$ cat config.mk
export PLATFORM = sky130hd
export DESIGN_NAME = eth_rx_mac_framer_flat
export DESIGN_NICKNAME = d
export VERILOG_FILES = /design/src/rtl/eth_rx_mac_framer_if.sv /design/src/rtl/eth_rx_mac_framer.sv /design/src/flat_wrapper.sv
export SDC_FILE = /design/constraint.sdc
export NUM_CORES = 1
export LEC_CHECK = 0
export CAP_MARGIN = 10
export CORE_MARGIN = 2
export CORE_UTILIZATION = 60
export DETAILED_ROUTE_END_ITERATION = 10
export GPL_TIMING_DRIVEN = 0
export HOLD_SLACK_MARGIN = 0.12
export PLACE_DENSITY_LB_ADDON = 0.15
export SYNTH_ARGS = -nofsm -noshare
export SYNTH_HDL_FRONTEND = slang
export SYNTH_SLANG_ARGS = --single-unit
export TNS_END_PERCENT = 1
$ cat constraint.sdc
create_clock -name clk -period 5 [get_ports clk]
set_clock_uncertainty 0.2 [all_clocks]
set_input_delay 1.25 -clock clk [delete_from_list [all_inputs] [get_ports clk]]
set_output_delay 1.25 -clock clk [all_outputs]
set_load 0.02 [all_outputs]
$ cat src/rtl/eth_rx_mac_framer_if.sv
// ---------------------------------------------------------------------------
// eth_rx_mac_framer_if
//   Bundles the GMII receive inputs and the payload stream outputs of the
//   receive framer.
//   master : the framer (samples gmii_*, drives the payload stream and pulses)
//   slave  : the environment (drives gmii_*, consumes the payload stream)
//   Signals:
//     gmii_rxd[7:0], gmii_rx_dv, gmii_rx_er : PHY receive byte, valid, error
//     data_out[7:0], valid_out, last_out     : payload byte stream
//     error_out                              : frame bad, only with last_out
//     frame_good, frame_bad                  : one-cycle end-of-frame status
// ---------------------------------------------------------------------------
interface eth_rx_mac_framer_if;
  logic [7:0] gmii_rxd;
  logic       gmii_rx_dv;
  logic       gmii_rx_er;
  logic [7:0] data_out;
  logic       valid_out;
  logic       last_out;
  logic       error_out;
  logic       frame_good;
  logic       frame_bad;

  modport master (
    input  gmii_rxd, gmii_rx_dv, gmii_rx_er,
    output data_out, valid_out, last_out, error_out, frame_good, frame_bad
  );

  modport slave (
    output gmii_rxd, gmii_rx_dv, gmii_rx_er,
    input  data_out, valid_out, last_out, error_out, frame_good, frame_bad
  );
endinterface

$ cat src/rtl/eth_rx_mac_framer.sv
// ---------------------------------------------------------------------------
// eth_rx_mac_framer
//   GMII receive framer. Locks onto preamble/SFD, strips preamble, SFD and
//   FCS, checks CRC-32, frame length and PHY error, and streams the payload
//   one byte per clock with no backpressure.
//   Ports:
//     clk : single clock, GMII inputs synchronous to it
//     rst : synchronous active-high reset
//     rx  : eth_rx_mac_framer_if.master (GMII in, payload stream + status out)
//   Parameters:
//     MIN_LEN / MAX_LEN : legal frame length range, DA..FCS inclusive
// ---------------------------------------------------------------------------
module eth_rx_mac_framer #(
  parameter int MIN_LEN = 64,
  parameter int MAX_LEN = 1518
) (
  input  logic                 clk,
  input  logic                 rst,
  eth_rx_mac_framer_if.master  rx
);

  localparam int          DEPTH       = 5;
  localparam logic [31:0] CRC_POLY    = 32'hEDB88320;
  localparam logic [31:0] CRC_INIT    = 32'hFFFFFFFF;
  // Running CRC register value after a frame and its own FCS have been
  // folded in (no final inversion applied).
  localparam logic [31:0] CRC_RESIDUE = 32'hDEBB20E3;
  localparam logic [15:0] MIN_LEN_W   = 16'(MIN_LEN);
  localparam logic [15:0] MAX_LEN_W   = 16'(MAX_LEN);
  localparam logic [15:0] LINE_FULL_W = 16'(DEPTH);

  typedef enum logic [1:0] {
    WAIT_IDLE,
    IDLE,
    PREAMBLE,
    DATA
  } state_t;

  state_t      state_reg, state_next;
  logic [7:0]  sr_reg   [DEPTH];
  logic [7:0]  sr_next  [DEPTH];
  logic [7:0]  sr_shift [DEPTH];
  logic [31:0] crc_reg, crc_next, crc_upd;
  logic [15:0] len_reg, len_next, len_inc;
  logic        err_flag_reg, err_flag_next;
  logic [7:0]  data_out_reg, data_out_next;
  logic        valid_out_reg, valid_out_next;
  logic        last_out_reg, last_out_next;
  logic        error_out_reg, error_out_next;
  logic        frame_good_reg, frame_good_next;
  logic        frame_bad_reg, frame_bad_next;
  logic        line_full;
  logic        bad_calc;

  // Bit-serial reflected CRC-32 over one byte, LSB first.
  function automatic logic [31:0] crc32_byte(input logic [31:0] crc_in,
                                             input logic [7:0]  d);
    logic [31:0] c;
    c = crc_in;
    for (int b = 0; b < 8; b++) begin
      if (c[0] ^ d[b]) c = (c >> 1) ^ CRC_POLY;
      else             c = c >> 1;
    end
    return c;
  endfunction

  // Delay line: newest byte enters at index 0. The four youngest bytes are
  // always the candidate FCS, so only bytes older than that are released.
  assign sr_shift[0] = rx.gmii_rxd;
  genvar gi;
  generate
    for (gi = 1; gi < DEPTH; gi++) begin : g_shift
      assign sr_shift[gi] = sr_reg[gi-1];
    end
  endgenerate

  assign crc_upd   = crc32_byte(crc_reg, rx.gmii_rxd);
  assign len_inc   = (len_reg == 16'hFFFF) ? len_reg : len_reg + 16'd1;
  assign line_full = (len_reg >= LINE_FULL_W);
  // Runts (line never filled) are always bad.
  assign bad_calc  = (crc_reg != CRC_RESIDUE) | err_flag_reg |
                     (len_reg < MIN_LEN_W) | (len_reg > MAX_LEN_W) | ~line_full;

  always_comb begin
    state_next      = state_reg;
    for (int i = 0; i < DEPTH; i++) sr_next[i] = sr_reg[i];
    crc_next        = crc_reg;
    len_next        = len_reg;
    err_flag_next   = err_flag_reg;
    data_out_next   = data_out_reg;
    valid_out_next  = 1'b0;
    last_out_next   = 1'b0;
    error_out_next  = 1'b0;
    frame_good_next = 1'b0;
    frame_bad_next  = 1'b0;

    case (state_reg)
      // Wait for a gap so we never lock onto the middle of a frame.
      WAIT_IDLE: begin
        if (!rx.gmii_rx_dv) state_next = IDLE;
      end

      IDLE: begin
        if (rx.gmii_rx_dv)
          state_next = (rx.gmii_rxd == 8'h55) ? PREAMBLE : WAIT_IDLE;
      end

      PREAMBLE: begin
        if (!rx.gmii_rx_dv) begin
          state_next = IDLE;
        end else if (rx.gmii_rx_er) begin
          state_next = WAIT_IDLE;
        end else if (rx.gmii_rxd == 8'h55) begin
          state_next = PREAMBLE;
        end else if (rx.gmii_rxd == 8'hD5) begin
          state_next    = DATA;
          crc_next      = CRC_INIT;
          len_next      = 16'd0;
          err_flag_next = 1'b0;
        end else begin
          state_next = WAIT_IDLE;
        end
      end

      DATA: begin
        if (rx.gmii_rx_dv) begin
          for (int i = 0; i < DEPTH; i++) sr_next[i] = sr_shift[i];
          crc_next      = crc_upd;
          len_next      = len_inc;
          err_flag_next = err_flag_reg | rx.gmii_rx_er;
          if (line_full) begin
            data_out_next  = sr_reg[DEPTH-1];
            valid_out_next = 1'b1;
          end
        end else begin
          // End of frame: oldest byte is the last payload byte, the rest is FCS.
          state_next = IDLE;
          if (line_full) begin
            data_out_next  = sr_reg[DEPTH-1];
            valid_out_next = 1'b1;
            last_out_next  = 1'b1;
            error_out_next = bad_calc;
          end
          frame_good_next = ~bad_calc;
          frame_bad_next  = bad_calc;
        end
      end

      default: state_next = WAIT_IDLE;
    endcase
  end

  always_ff @(posedge clk) begin
    if (rst) begin
      state_reg      <= WAIT_IDLE;
      for (int i = 0; i < DEPTH; i++) sr_reg[i] <= 8'd0;
      crc_reg        <= CRC_INIT;
      len_reg        <= 16'd0;
      err_flag_reg   <= 1'b0;
      data_out_reg   <= 8'd0;
      valid_out_reg  <= 1'b0;
      last_out_reg   <= 1'b0;
      error_out_reg  <= 1'b0;
      frame_good_reg <= 1'b0;
      frame_bad_reg  <= 1'b0;
    end else begin
      state_reg      <= state_next;
      for (int i = 0; i < DEPTH; i++) sr_reg[i] <= sr_next[i];
      crc_reg        <= crc_next;
      len_reg        <= len_next;
      err_flag_reg   <= err_flag_next;
      data_out_reg   <= data_out_next;
      valid_out_reg  <= valid_out_next;
      last_out_reg   <= last_out_next;
      error_out_reg  <= error_out_next;
      frame_good_reg <= frame_good_next;
      frame_bad_reg  <= frame_bad_next;
    end
  end

  assign rx.data_out   = data_out_reg;
  assign rx.valid_out  = valid_out_reg;
  assign rx.last_out   = last_out_reg;
  assign rx.error_out  = error_out_reg;
  assign rx.frame_good = frame_good_reg;
  assign rx.frame_bad  = frame_bad_reg;

endmodule
$ cat src/flat_wrapper.sv
// flat-port wrapper written by rule: the top's interface ports become plain ports
module eth_rx_mac_framer_flat 
#(
  parameter int MIN_LEN = 64,
  parameter int MAX_LEN = 1518
)
  (clk, rst, rx_gmii_rxd, rx_gmii_rx_dv, rx_gmii_rx_er, rx_data_out, rx_valid_out, rx_last_out, rx_error_out, rx_frame_good, rx_frame_bad);
  eth_rx_mac_framer_if rx_i ();
  input  logic clk;
  input  logic rst;
  input wire logic [$bits(rx_i.gmii_rxd)-1:0] rx_gmii_rxd;
  input wire logic [$bits(rx_i.gmii_rx_dv)-1:0] rx_gmii_rx_dv;
  input wire logic [$bits(rx_i.gmii_rx_er)-1:0] rx_gmii_rx_er;
  output wire logic [$bits(rx_i.data_out)-1:0] rx_data_out;
  output wire logic [$bits(rx_i.valid_out)-1:0] rx_valid_out;
  output wire logic [$bits(rx_i.last_out)-1:0] rx_last_out;
  output wire logic [$bits(rx_i.error_out)-1:0] rx_error_out;
  output wire logic [$bits(rx_i.frame_good)-1:0] rx_frame_good;
  output wire logic [$bits(rx_i.frame_bad)-1:0] rx_frame_bad;
  assign rx_i.gmii_rxd = rx_gmii_rxd;
  assign rx_i.gmii_rx_dv = rx_gmii_rx_dv;
  assign rx_i.gmii_rx_er = rx_gmii_rx_er;
  assign rx_data_out = rx_i.data_out;
  assign rx_valid_out = rx_i.valid_out;
  assign rx_last_out = rx_i.last_out;
  assign rx_error_out = rx_i.error_out;
  assign rx_frame_good = rx_i.frame_good;
  assign rx_frame_bad = rx_i.frame_bad;
  eth_rx_mac_framer #(.MIN_LEN(MIN_LEN), .MAX_LEN(MAX_LEN)) u_core (.clk(clk), .rst(rst), .rx(rx_i));
endmodule
==> impl_summary.md, run 1 <==
Clock network
CTS built an H-tree with a depth of 3. After clock tree synthesis, the clock-pin slew on the worst setup and hold paths is around 100 ps. The later pin in the worst-skew pair is clocked with a latency of 380 ps. The buffer cell driving the clock tree root is clkbuf_8. TritonCTS built the clock tree. The number of instances resized during post-cts repair is 0. The number of hold-repair buffers added at the cts stage is 0. The number of setup buffers added after CTS is 0.

The number of buffers added by the clock tree synthesis step is 9. The tree built by TritonCTS fans out to roughly 100 sinks. The maximum buffer depth of the clock tree is 2.

Critical path
The delay of the slowest critical-path stage is 640 ps. The top fanout value on the critical path is 10. The data arrival time of the critical path is around 3600 ps. On the critical path, the stage with the largest delay is an instance of clkdlybuf4s50_1. Traced cell by cell, the critical path runs through clkdlybuf4s50_1 -> nand4bb_1 -> nor2_1 -> a21oi_1 -> nand2_1 -> buf_2 -> a2bb2oi_1. Data on the critical path is required at its endpoint by a little over 5000 ps.

The worst setup path is launched from a primary input. The category of the worst setup path capture point is a register. The critical path in this run is classified as primary input to register.

Logic synthesis
In this run the biggest area consumer among cell types represents 42.0% of the synthesized area. The cell type with the highest aggregate area in the netlist is dfxtp_1. Synthesis inferred 104 register bits. Synthesis produced a netlist with a net count of between 500 and 600. The sequential cell area fraction in the yosys report is a little over two fifths.

In the post-synthesis netlist, the biggest area contributors are dfxtp_1, nand2_1, xnor2_1, a21oi_1, xor2_1. Counting flops with an async set or reset pin after synthesis yields a share of 0%. In the synthesized netlist, the number of instances is roughly 550. The yosys synthesis warning count is 0.

A synthesized cell averages around 9.0 um2. The cell area after synthesis is 4960 um2. In this run, distinct cell masters in the synthesized netlist total 56.

The number of flops mapped to enable cells by yosys is 0. The dominant synthesized flop cell is dfxtp_1.

Worst hold path
The tightest min-delay check is of the register to register type.

STA
Setup violations remaining at the end of the flow were counted as 0. The post-route clock period utilization is a little under three quarters. The post-route worst setup slack is approximately 1400 ps. Setup repair after global routing left no endpoint under its margin.

At the pin with the least slew margin, the transition time is 778 ps. Based on the critical path, the design can be clocked at up to roughly 0.28 GHz. The clock period could shrink to ~3600 ps. The final-report max-slew violation count is 0. The number of hold violations in the final report is 0. The normalized max-slew margin is approximately half.

Setup total negative slack on the finished layout was measured at 0 ps.

Detailed routing
The antenna violation net count after detailed routing is 0. The number of vias per cell after detailed routing is roughly 5.8. The vias after detailed routing is between 4000 and 5000. Before antenna repair, the detailed router went through 5 iterations. For this run, design rule violations remaining after detail routing come to 0. The wire length per cell is roughly 16 um. The number of DRC markers after the initial detailed-route iteration is 250. For this block, the routed nets add up to 11100 um of wire.

GRT
The overflow left after global routing is 0. The initial antenna violation count is 0. The maximum number of pins on one net before global-route repair is 18. The overall track demand over capacity in global routing is 26.0%.

The first global-routing pass estimated ~18000 um of wire. The via count of the first global-routing pass is 3627.

Placement
Detailed placement finished with a half-perimeter wire length of 8200 um. During placement, the flow inserted port buffers numbering 24. At the end of routability-driven placement, the weighted congestion stood at between 0.9 and 1.

The pre-CTS setup slack is roughly 1100 ps. In this run, placement finished with an instance count of 678.

Floorplanning
Pin placement for this block handled 25 I/O pins. The floorplan step defined a die boundary enclosing 9010 um2. The area of the placeable core is 8130 um2.

From left edge to right edge, the die measures between 90 and 100 um. For this configuration, the core starts out at a cell density of between 60% and 70%. The initialized floorplan defines 33 standard-cell rows. Measured along the y axis, the die boundary spans 94.9 um.

Final layout
The multi-input combinational cell area is 2710 um2. The layout overhead on the synthesized area is 11.1%. The number of fillers in the final layout is between 600 and 700. The fraction of final layout cells sized beyond drive strength 1 is about 7.8%. The number of standard cells in the layout, taps in and fillers out is roughly 690. Measured on the finished design, the core utilization comes to around two thirds. The storage element area is between 2000 and 2500 um2. 0 antenna diodes ended up in the layout. The final layout contains 604 nets. The flip-flop count of the largest register, all copies and words added is 40.

Run status
The run finished with clean final reports.

Power
Summed over all cells, the static leakage comes to 1.86 nW. VDD sags by at most approximately 140 uV. The design draws 1.47 mW.

Dividing total power by cell area gives a power density of 267 nW/um2.

Job
The tool flagged a number of max-cap violations equal to 0.
synthesized netlist by cell type, types with 6 or more instances:
master     instances
dfxtp_1          104
nand2_1           94
a21oi_1           56
xnor2_1           38
nor2_1            30
clkbuf_1          22
xor2_1            20
mux2i_1           14
nand2b_1          12
nand3_1           12
or4_1             11
a2bb2oi_1         10
o31ai_1            9
ha_1               8
inv_1              8
nor4_1             8
xnor2_2            8
o22ai_1            6
report_power, final:
part / switching (mW) / internal, mW
registers: 0.000825 / 0.828
logic: 0.0866 / 0.0679
clock network: 0.291 / 0.199
cells in the final DEF (no fill, tap or decap), drive strengths merged, types with 14 or more instances in the layout:
cell           count
a21oi             56
clkbuf            33
clkdlybuf4s50     24
dfxtp            104
mux2i             14
nand2             94
nor2              31
xnor2             46
xor2              25
area by class of cell:
type,instances,share of cell area (%)
Clock inverter,5,0.704
Clock buffer,11,2.56
Sequential cell,104,37.8
Multi-Input combinational cell,406,49.1
Timing Repair Buffer,24,4.36
Inverter,8,0.545
Buffer,31,2.56
Tap cell,105,2.38
routing by layer:
| metal | GRT usage [%] | part of all wire (%) | vias up | routed length, um |
|---|---|---|---|---|
| met4 | 7.13 | 1.1 | 0 | 121 |
| met1 | 36.3 | 46 | 1916 | 5140 |
| met2 | 42.0 | 47 | 122 | 5180 |
| met3 | 3.83 | 6.1 | 14 | 683 |
| met5 | 0 | 0 | - | 0 |
| li1 | - | - | 1965 | - |
path summary, 6_finish.rpt:
path	from	endpoint	slack, ps	depth (start not counted)
min	u_core.sr_reg[3][0]$_SDFFE_PP0P_	u_core.sr_reg[4][0]$_SDFFE_PP0P_	260	2
min reg2reg	u_core.sr_reg[3][0]$_SDFFE_PP0P_	u_core.sr_reg[4][0]$_SDFFE_PP0P_	260	2
max	rx_gmii_rxd[5]	u_core.crc_reg[22]$_SDFFE_PP1P_	1440	7
max reg2reg	u_core.state_reg[0]$_SDFFE_PP0P_	u_core.crc_reg[22]$_SDFFE_PP1P_	2340	8
cells by family (layout without fill, tap and decap cells):
group / after synthesis / in the layout / synth area share (%)
adder cells (fa/ha/maj): 8 / 8 / 2.02
flip-flops: 104 / 104 / 42.0
multiplexers: 14 / 14 / 2.82
buffers and inverters: 39 / 79 / 3.46
AND/OR/NAND/NOR: 203 / 203 / 20.5
AO/OA/AOI/OAI: 109 / 109 / 13.8
XOR/XNOR: 72 / 72 / 15.4
critical path, delay by kind of cell:
family                 cells  cell delay (ps)
AND/OR/NAND/NOR            3              660
buffers and inverters      2              930
AO/OA/AOI/OAI              2              760
metrics by stage:
| stage | hold WS, ps | instance area [um2] |
|---|---|---|
| 4_1_cts | 261 | 5510 |
| 5_1_grt | 277 | 5510 |
| 6_report | 257 | 5510 |
| 3_3_place_gp | 236 | 5330 |
| 2_1_floorplan | 230 | 4960 |
| 3_5_place_dp | 244 | 5330 |
Note: power is estimated with default switching activity, not from simulation.
==> run 2: changes to the inputs <==
--- a/config.mk
+++ b/config.mk
@@ -7,7 +7,7 @@
 export LEC_CHECK = 0
 export CAP_MARGIN = 10
 export CORE_MARGIN = 2
-export CORE_UTILIZATION = 60
+export CORE_UTILIZATION = 54
 export DETAILED_ROUTE_END_ITERATION = 10
 export GPL_TIMING_DRIVEN = 0
 export HOLD_SLACK_MARGIN = 0.12
==> constraint.sdc (replaced) <==
create_clock -name clk -period 3.2 [get_ports clk]
set_clock_uncertainty 0.2 [all_clocks]
set_input_delay 0.8 -clock clk [delete_from_list [all_inputs] [get_ports clk]]
set_output_delay 0.8 -clock clk [all_outputs]
set_load 0.02 [all_outputs]
==> impl_summary.md, run 2 (synthesis gave the netlist of run 1 again) <==
Critical path
The worst setup path is launched from a primary input. At the worst endpoint, the arrival time is just over 3000 ps. Along the worst path, the maximum fanout reaches 10. The category of the worst setup path capture point is a register. The critical path is of the primary input to register type. Data on the critical path is required at its endpoint by 3260 ps.

Run status
The flow ran to the end, and the final reports show no timing, DRC or antenna violations.

Floorplanning
The effective utilization at floorplan is a little under three fifths. 25 I/O pins were placed. The height of the die is 99.9 um. The chip width is 99.9 um. In this run the core area contains 34 standard-cell rows. The area of the placeable core is a little under 9000 um2.

The die covers approximately 10000 um2.

STA
Based on the critical path, the design can be clocked at up to between 0.3 and 0.4 GHz. The number of hold violations in the final report came to 0. Setup repair after global routing left no endpoint under its margin. The final count of negative-setup-slack endpoints is 0. The minimum period implied by the final worst setup slack is around 3000 ps. Measured against its own limit, the worst slew margin works out to 51.7%. The final-report max-slew violation count is 0. The final critical path takes up a little over nine tenths of the cycle.

The slew at the pin with the worst max-slew slack is a little over 700 ps.

Clock network
The clock insertion delay at the later pin of the skew report is 380 ps. The TritonCTS clock tree is done. Clock-pin slew was measured on the worst setup and hold paths at about 100 ps. Buffers inserted during clock tree synthesis total 9.

Counting every sink on the clock net gives approximately 100. The setup fix buffers added after clock tree synthesis is 0. After clock tree synthesis, the flow added hold-fix buffers numbering 0.

Clock tree synthesis selected as its root buffer the cell clkbuf_8. The clock tree synthesis step divided the H-tree into 3 levels. The number of instances resized during post-cts repair is 0.

The maximum buffer depth of the clock tree is 2.

Worst hold path
The worst hold path belongs to the class register to register.

Detailed routing
The vias after detailed routing is between 3000 and 4000. The sum of routed wire length over all layers is around 11000 um. The final routed DRC violation total is 0. The number of DRC markers after the initial detailed-route iteration is roughly 160. The wire length per cell is 16.2 um. The antenna violation net count after detailed routing is 0.

The number of vias per cell after detailed routing is between 5 and 6. The pre-antenna-repair detailed-routing pass consisted of 5 iterations.

GRT
The first global-routing pass estimated approximately 19000 um of wire. The maximum number of pins on one net before global-route repair is 20. The overall track demand over capacity in global routing is around a quarter.

The initial antenna violation count is 0. The overflow left after global routing is 0. The via count of the first global-routing pass was ~3600.

Placement
At the end of routability-driven placement, the weighted congestion stood at 0.905. The number of placed instances with taps included is ~700. In this run the tool buffered the top-level ports with 24 buffer cells. The placed wire-length estimate is 8360 um.

Final layout
The storage element area is around 2100 um2. The layout overhead on the synthesized area is 11.8%. The most common cell after layout, fill and taps aside is dfxtp_1. The number of standard cells in the layout, taps in and fillers out is approximately 700. The repair_antennas step left the layout with diodes totalling 0. The net count of the finished layout is 604. Leaving out fill and tap cells, the most frequent cells in the layout are dfxtp_1, nand2_1, a21oi_1, xnor2_1, nor2_1.

The fraction of final layout cells sized beyond drive strength 1 is around 8%. Summing all multi-input logic gate instances after layout gives 2710 um2. The flip-flop count of the largest register, all copies and words added is 40. The layout has ~770 filler cells.

Power
VDD sags by at most 274 uV. Dividing total power by cell area gives a power density of roughly 430 nW/um2. The leakage power of the design is around 1.9 nW. The total design power is ~2.4 mW.

Job
The reported max-cap violation count is 0.
-- run 2: cell count changes in the layout (fill, tap and decap cells not counted), sizes merged --
cell	before	now
bufinv	0	1
clkbuf	33	31
clkinv	2	1
clkinvlp	1	2
inv	10	11
-- run 2: area by class of cell --
cell class              count  share of cell area (%)
flip-flops and latches    104                    37.5
plain buffers              31                    2.55
clock buffers               9                    2.23
multi-input cells         406                    48.8
well taps                 108                    2.44
inverters                   8                   0.542
clock inverters             7                    1.53
repair buffers             24                    4.33
-- run 2: metal layers --
metal	track usage, %	up-vias	share of wire [%]
li1	-	1970	-
met1	34.9	1908	48
met2	37.2	108	46
met3	4.87	8	5.2
met4	5.69	0	0.93
met5	0	-	0
-- run 2: path summary, 6_finish.rpt --
path / start / to / slack (ps) / cells past startpoint
setup / recovery: rx_gmii_rxd[5] / u_core.crc_reg[29]$_SDFFE_PP1P_ / 180 / 7
hold reg to reg: u_core.sr_reg[0][7]$_SDFFE_PP0P_ / u_core.sr_reg[1][7]$_SDFFE_PP0P_ / 250 / 2
setup reg to reg: u_core.state_reg[0]$_SDFFE_PP0P_ / u_core.crc_reg[29]$_SDFFE_PP1P_ / 580 / 8
hold / removal: u_core.sr_reg[0][7]$_SDFFE_PP0P_ / u_core.sr_reg[1][7]$_SDFFE_PP0P_ / 250 / 2
-- run 2: worst max-delay path: stages --
cell	delay [ps]
clkdlybuf4s50_1	580
nand4bb_1	270
nor2_1	90
a21oi_1	550
nand2_1	340
buf_2	290
a2bb2oi_1	160
-- run 2: per-stage QoR --
step / util, % / hold WS (ps) / setup WS (ps) / TNS [ps] / instance area, um2
after floorplan: - / 230 / 825 / 0 / 4960
after global placement: 60.6 / 237 / -169 / -1760 / 5340
after detailed placement: 60.6 / 243 / -207 / -2660 / 5340
after CTS: 63.0 / 257 / 199 / 0 / 5550
after global routing: 63.0 / 275 / 44.8 / 0 / 5550
final: 63.0 / 254 / 183 / 0 / 5550
-- run 2: report_power, final --
| group | switching [mW] | internal (mW) |
|---|---|---|
| combinational | 0.133 | 0.106 |
| clock | 0.486 | 0.377 |
| sequential | 0.00142 | 1.29 |
==> run 3: changes to the inputs <==
--- a/config.mk
+++ b/config.mk
@@ -5,13 +5,16 @@
 export SDC_FILE = /design/constraint.sdc
 export NUM_CORES = 1
 export LEC_CHECK = 0
-export CAP_MARGIN = 10
+export CAP_MARGIN = 20
+export CELL_PAD_IN_SITES_DETAIL_PLACEMENT = 2
+export CELL_PAD_IN_SITES_GLOBAL_PLACEMENT = 2
 export CORE_MARGIN = 2
-export CORE_UTILIZATION = 54
+export CORE_UTILIZATION = 34
 export DETAILED_ROUTE_END_ITERATION = 10
 export GPL_TIMING_DRIVEN = 0
 export HOLD_SLACK_MARGIN = 0.12
 export PLACE_DENSITY_LB_ADDON = 0.15
+export REMOVE_ABC_BUFFERS = 1
 export SYNTH_ARGS = -nofsm -noshare
 export SYNTH_HDL_FRONTEND = slang
 export SYNTH_SLANG_ARGS = --single-unit
==> impl_summary.md, run 3 (synthesis gave the netlist of run 1 again) <==
Detailed routing
Once detail routing completed, the nets flagged for antenna violations numbered 0. The sum of routed wire length over all layers is around 13000 um. The number of DRC markers after the initial detailed-route iteration is 208.

The iteration count of the initial detailed-routing pass is 4. The number of vias per cell after detailed routing is approximately 5.3. Detailed routing inserted a total of ~4000 vias. For this run, design rule violations remaining after detail routing come to 0.

The wire length per cell is ~18 um.

Clock network
Once the clock tree was built, the setup fixing pass inserted 0 buffers. The clock tree synthesis step divided the H-tree into 3 levels. The buffer cell driving the clock tree root is clkbuf_16.

TritonCTS built the clock tree. After clock tree synthesis, the clock-pin slew on the worst setup and hold paths is 70 ps. The total clock sinks is 104. The maximum buffer depth of the clock tree is 2. The number of buffers added by the clock tree synthesis step is 9. The clock insertion delay at the later pin of the skew report is approximately 350 ps.

Critical path
The top fanout value on the critical path is 21. The endpoint of the worst register-to-register path is u_core.rx.data_out[5]$_SDFFE_PP0P_. The startpoint of the most critical setup path is rx_gmii_rxd[6]. The required time of the critical path is roughly 3200 ps.

Following the worst setup path forward leads to its endpoint at u_core.crc_reg[22]$_SDFFE_PP1P_. By startpoint and endpoint, the worst setup path is classified as primary input to register. In this run the critical register-to-register path is launched from u_core.len_reg[11]$_SDFFE_PP0P_. The launching element type of the critical path is a primary input. Data arrives at the worst endpoint at between 2000 and 3000 ps. The number of cells on the worst reg-to-reg path is 6. The category of the worst setup path capture point is a register. The worst register-to-register path has a setup slack of ~520 ps.

Floorplanning
The initialized floorplan defines 44 standard-cell rows. The area of the placeable core is around 14000 um2. The die is 125 um wide. The I/O pin count is 25. The height of the die is between 100 and 150 um.

The full die area is between 15000 and 20000 um2. Once the floorplan was initialized, standard cells occupied roughly a third of the core.

Job
The tool flagged a number of max-cap violations equal to 0.

Final layout
The most common cell after layout, fill and taps aside is dfxtp_1. The fraction of final layout cells sized beyond drive strength 1 is around 8.8%. The flip-flop count of the largest register, all copies and words added is 40. The net count reported at finish is 576. The number of antenna diodes in the final layout is 0. The layout overhead on the synthesized area is 13.9%. The post-route cell area is 5650 um2. Measured on the finished design, the core utilization comes to 39.3%. In the layout the commonest cells are dfxtp_1, nand2_1, a21oi_1, xnor2_1, nor2_1.

STA
The final count of negative-setup-slack endpoints is 0. The final-report max-slew violation count was 0. The slew at the pin with the worst max-slew slack is 1000 ps.

Derived from the worst setup path, the maximum achievable clock frequency is ~0.34 GHz. Setup repair after global routing left no endpoint under its margin. In this run the tightest slew margin relative to its limit is roughly 33%. The number of hold violations in the final report is 0.

The final hold slack is between 200 and 300 ps. The post-route clock period utilization is just over 90%. After layout, the minimum clock period comes to a little under 3000 ps. The final sum of negative setup slack is 0 ps.

Placement
The HPWL after detailed placement is a little over 9000 um. The routability-driven placement congestion ratio is 0.810. In this run the tool buffered the top-level ports with 24 buffer cells.

Summing all placed instances gives a cell area of approximately 5300 um2.

GRT
In the global route stage, overall resource usage came out at 17.9%. The initial antenna violation count is 0. The overflow left after global routing is 0. Entering global routing, the biggest net connects 48 pins. The global-route wire length before repair is 22300 um. The via count of the first global-routing pass was a little over 4000.

Power
In this run the static leakage power is between 1.5 and 2 nW. The total design power is ~2.6 mW. The worst supply voltage drop on vdd is 234 uV. The total power per unit cell area is about 460 nW/um2.

Worst hold path
The class of the most critical hold timing path is register to register.

Run status
The run finished with clean final reports.
## run 3: cell count changes in the layout (fill, tap and decap cells not counted), moves of 3 or more
cell	previous run	this run
clkinv_2	0	3
clkbuf_16	0	9
clkbuf_1	22	0
buf_2	5	1
clkbuf_8	9	1
## run 3: area by class of cell
| cell class | count | area, um2 |
|---|---|---|
| clock buffer | 10 | 239 |
| timing repair buffer | 26 | 265 |
| sequential | 104 | 2080 |
| fill | 1580 | 8720 |
| tap | 184 | 230 |
| multi-input combinational | 407 | 2770 |
| inverter | 8 | 30.0 |
| clock inverter | 5 | 32.5 |
## run 3: worst min-delay path by stage
stage / end / start / slack (ps) / depth (start not counted)
6_report: u_core.sr_reg[4][6]$_SDFFE_PP0P_ / u_core.sr_reg[3][6]$_SDFFE_PP0P_ / 250 / 2
5_1_grt: u_core.sr_reg[2][3]$_SDFFE_PP0P_ / u_core.sr_reg[1][3]$_SDFFE_PP0P_ / 280 / 2
2_1_floorplan: u_core.sr_reg[1][0]$_SDFFE_PP0P_ / u_core.sr_reg[0][0]$_SDFFE_PP0P_ / 230 / 2
3_3_place_gp: u_core.sr_reg[3][7]$_SDFFE_PP0P_ / u_core.sr_reg[2][7]$_SDFFE_PP0P_ / 240 / 2
3_5_place_dp: u_core.sr_reg[1][4]$_SDFFE_PP0P_ / u_core.sr_reg[0][4]$_SDFFE_PP0P_ / 250 / 2
4_1_cts: u_core.sr_reg[3][7]$_SDFFE_PP0P_ / u_core.sr_reg[2][7]$_SDFFE_PP0P_ / 260 / 2
## run 3: metal layers
| layer | vias to the layer above | global-route usage (%) | part of all wire, % |
|---|---|---|---|
| met1 | 1982 | 23.8 | 48 |
| met5 | - | 0 | 0 |
| met3 | 15 | 3.52 | 2.7 |
| met4 | 0 | 4.56 | 1.1 |
| li1 | 1907 | - | - |
| met2 | 39 | 30.0 | 48 |
## run 3: power by group
group          total [mW]  switching (mW)  internal (mW)
sequential           1.30         0.00140           1.29
combinational       0.247           0.141          0.106
clock                1.06           0.512          0.546
total                2.60           0.654           1.95
## run 3: repair_timing
action                                  in CTS  in global routing
hold buffers                                 0                  0
gates cloned                                 1                  0
resized for setup                            6                  5
pin swaps                                    1                  1
endpoints found under the setup margin      40                 28
## run 3: worst max-delay path, cell delays in order
cell	delay (ps)
clkdlybuf4s50_1	640
nand4b_2	260
nor3_4	390
nor2_4	200
nor2_2	520
a2bb2oi_1	160
## run 3: through the flow
step	worst slack, ps	cells
after floorplan	-345	518
after global placement	-2870	726
after detailed placement	-1340	728
after CTS	83.2	744
after global routing	95.9	744
final	224	744
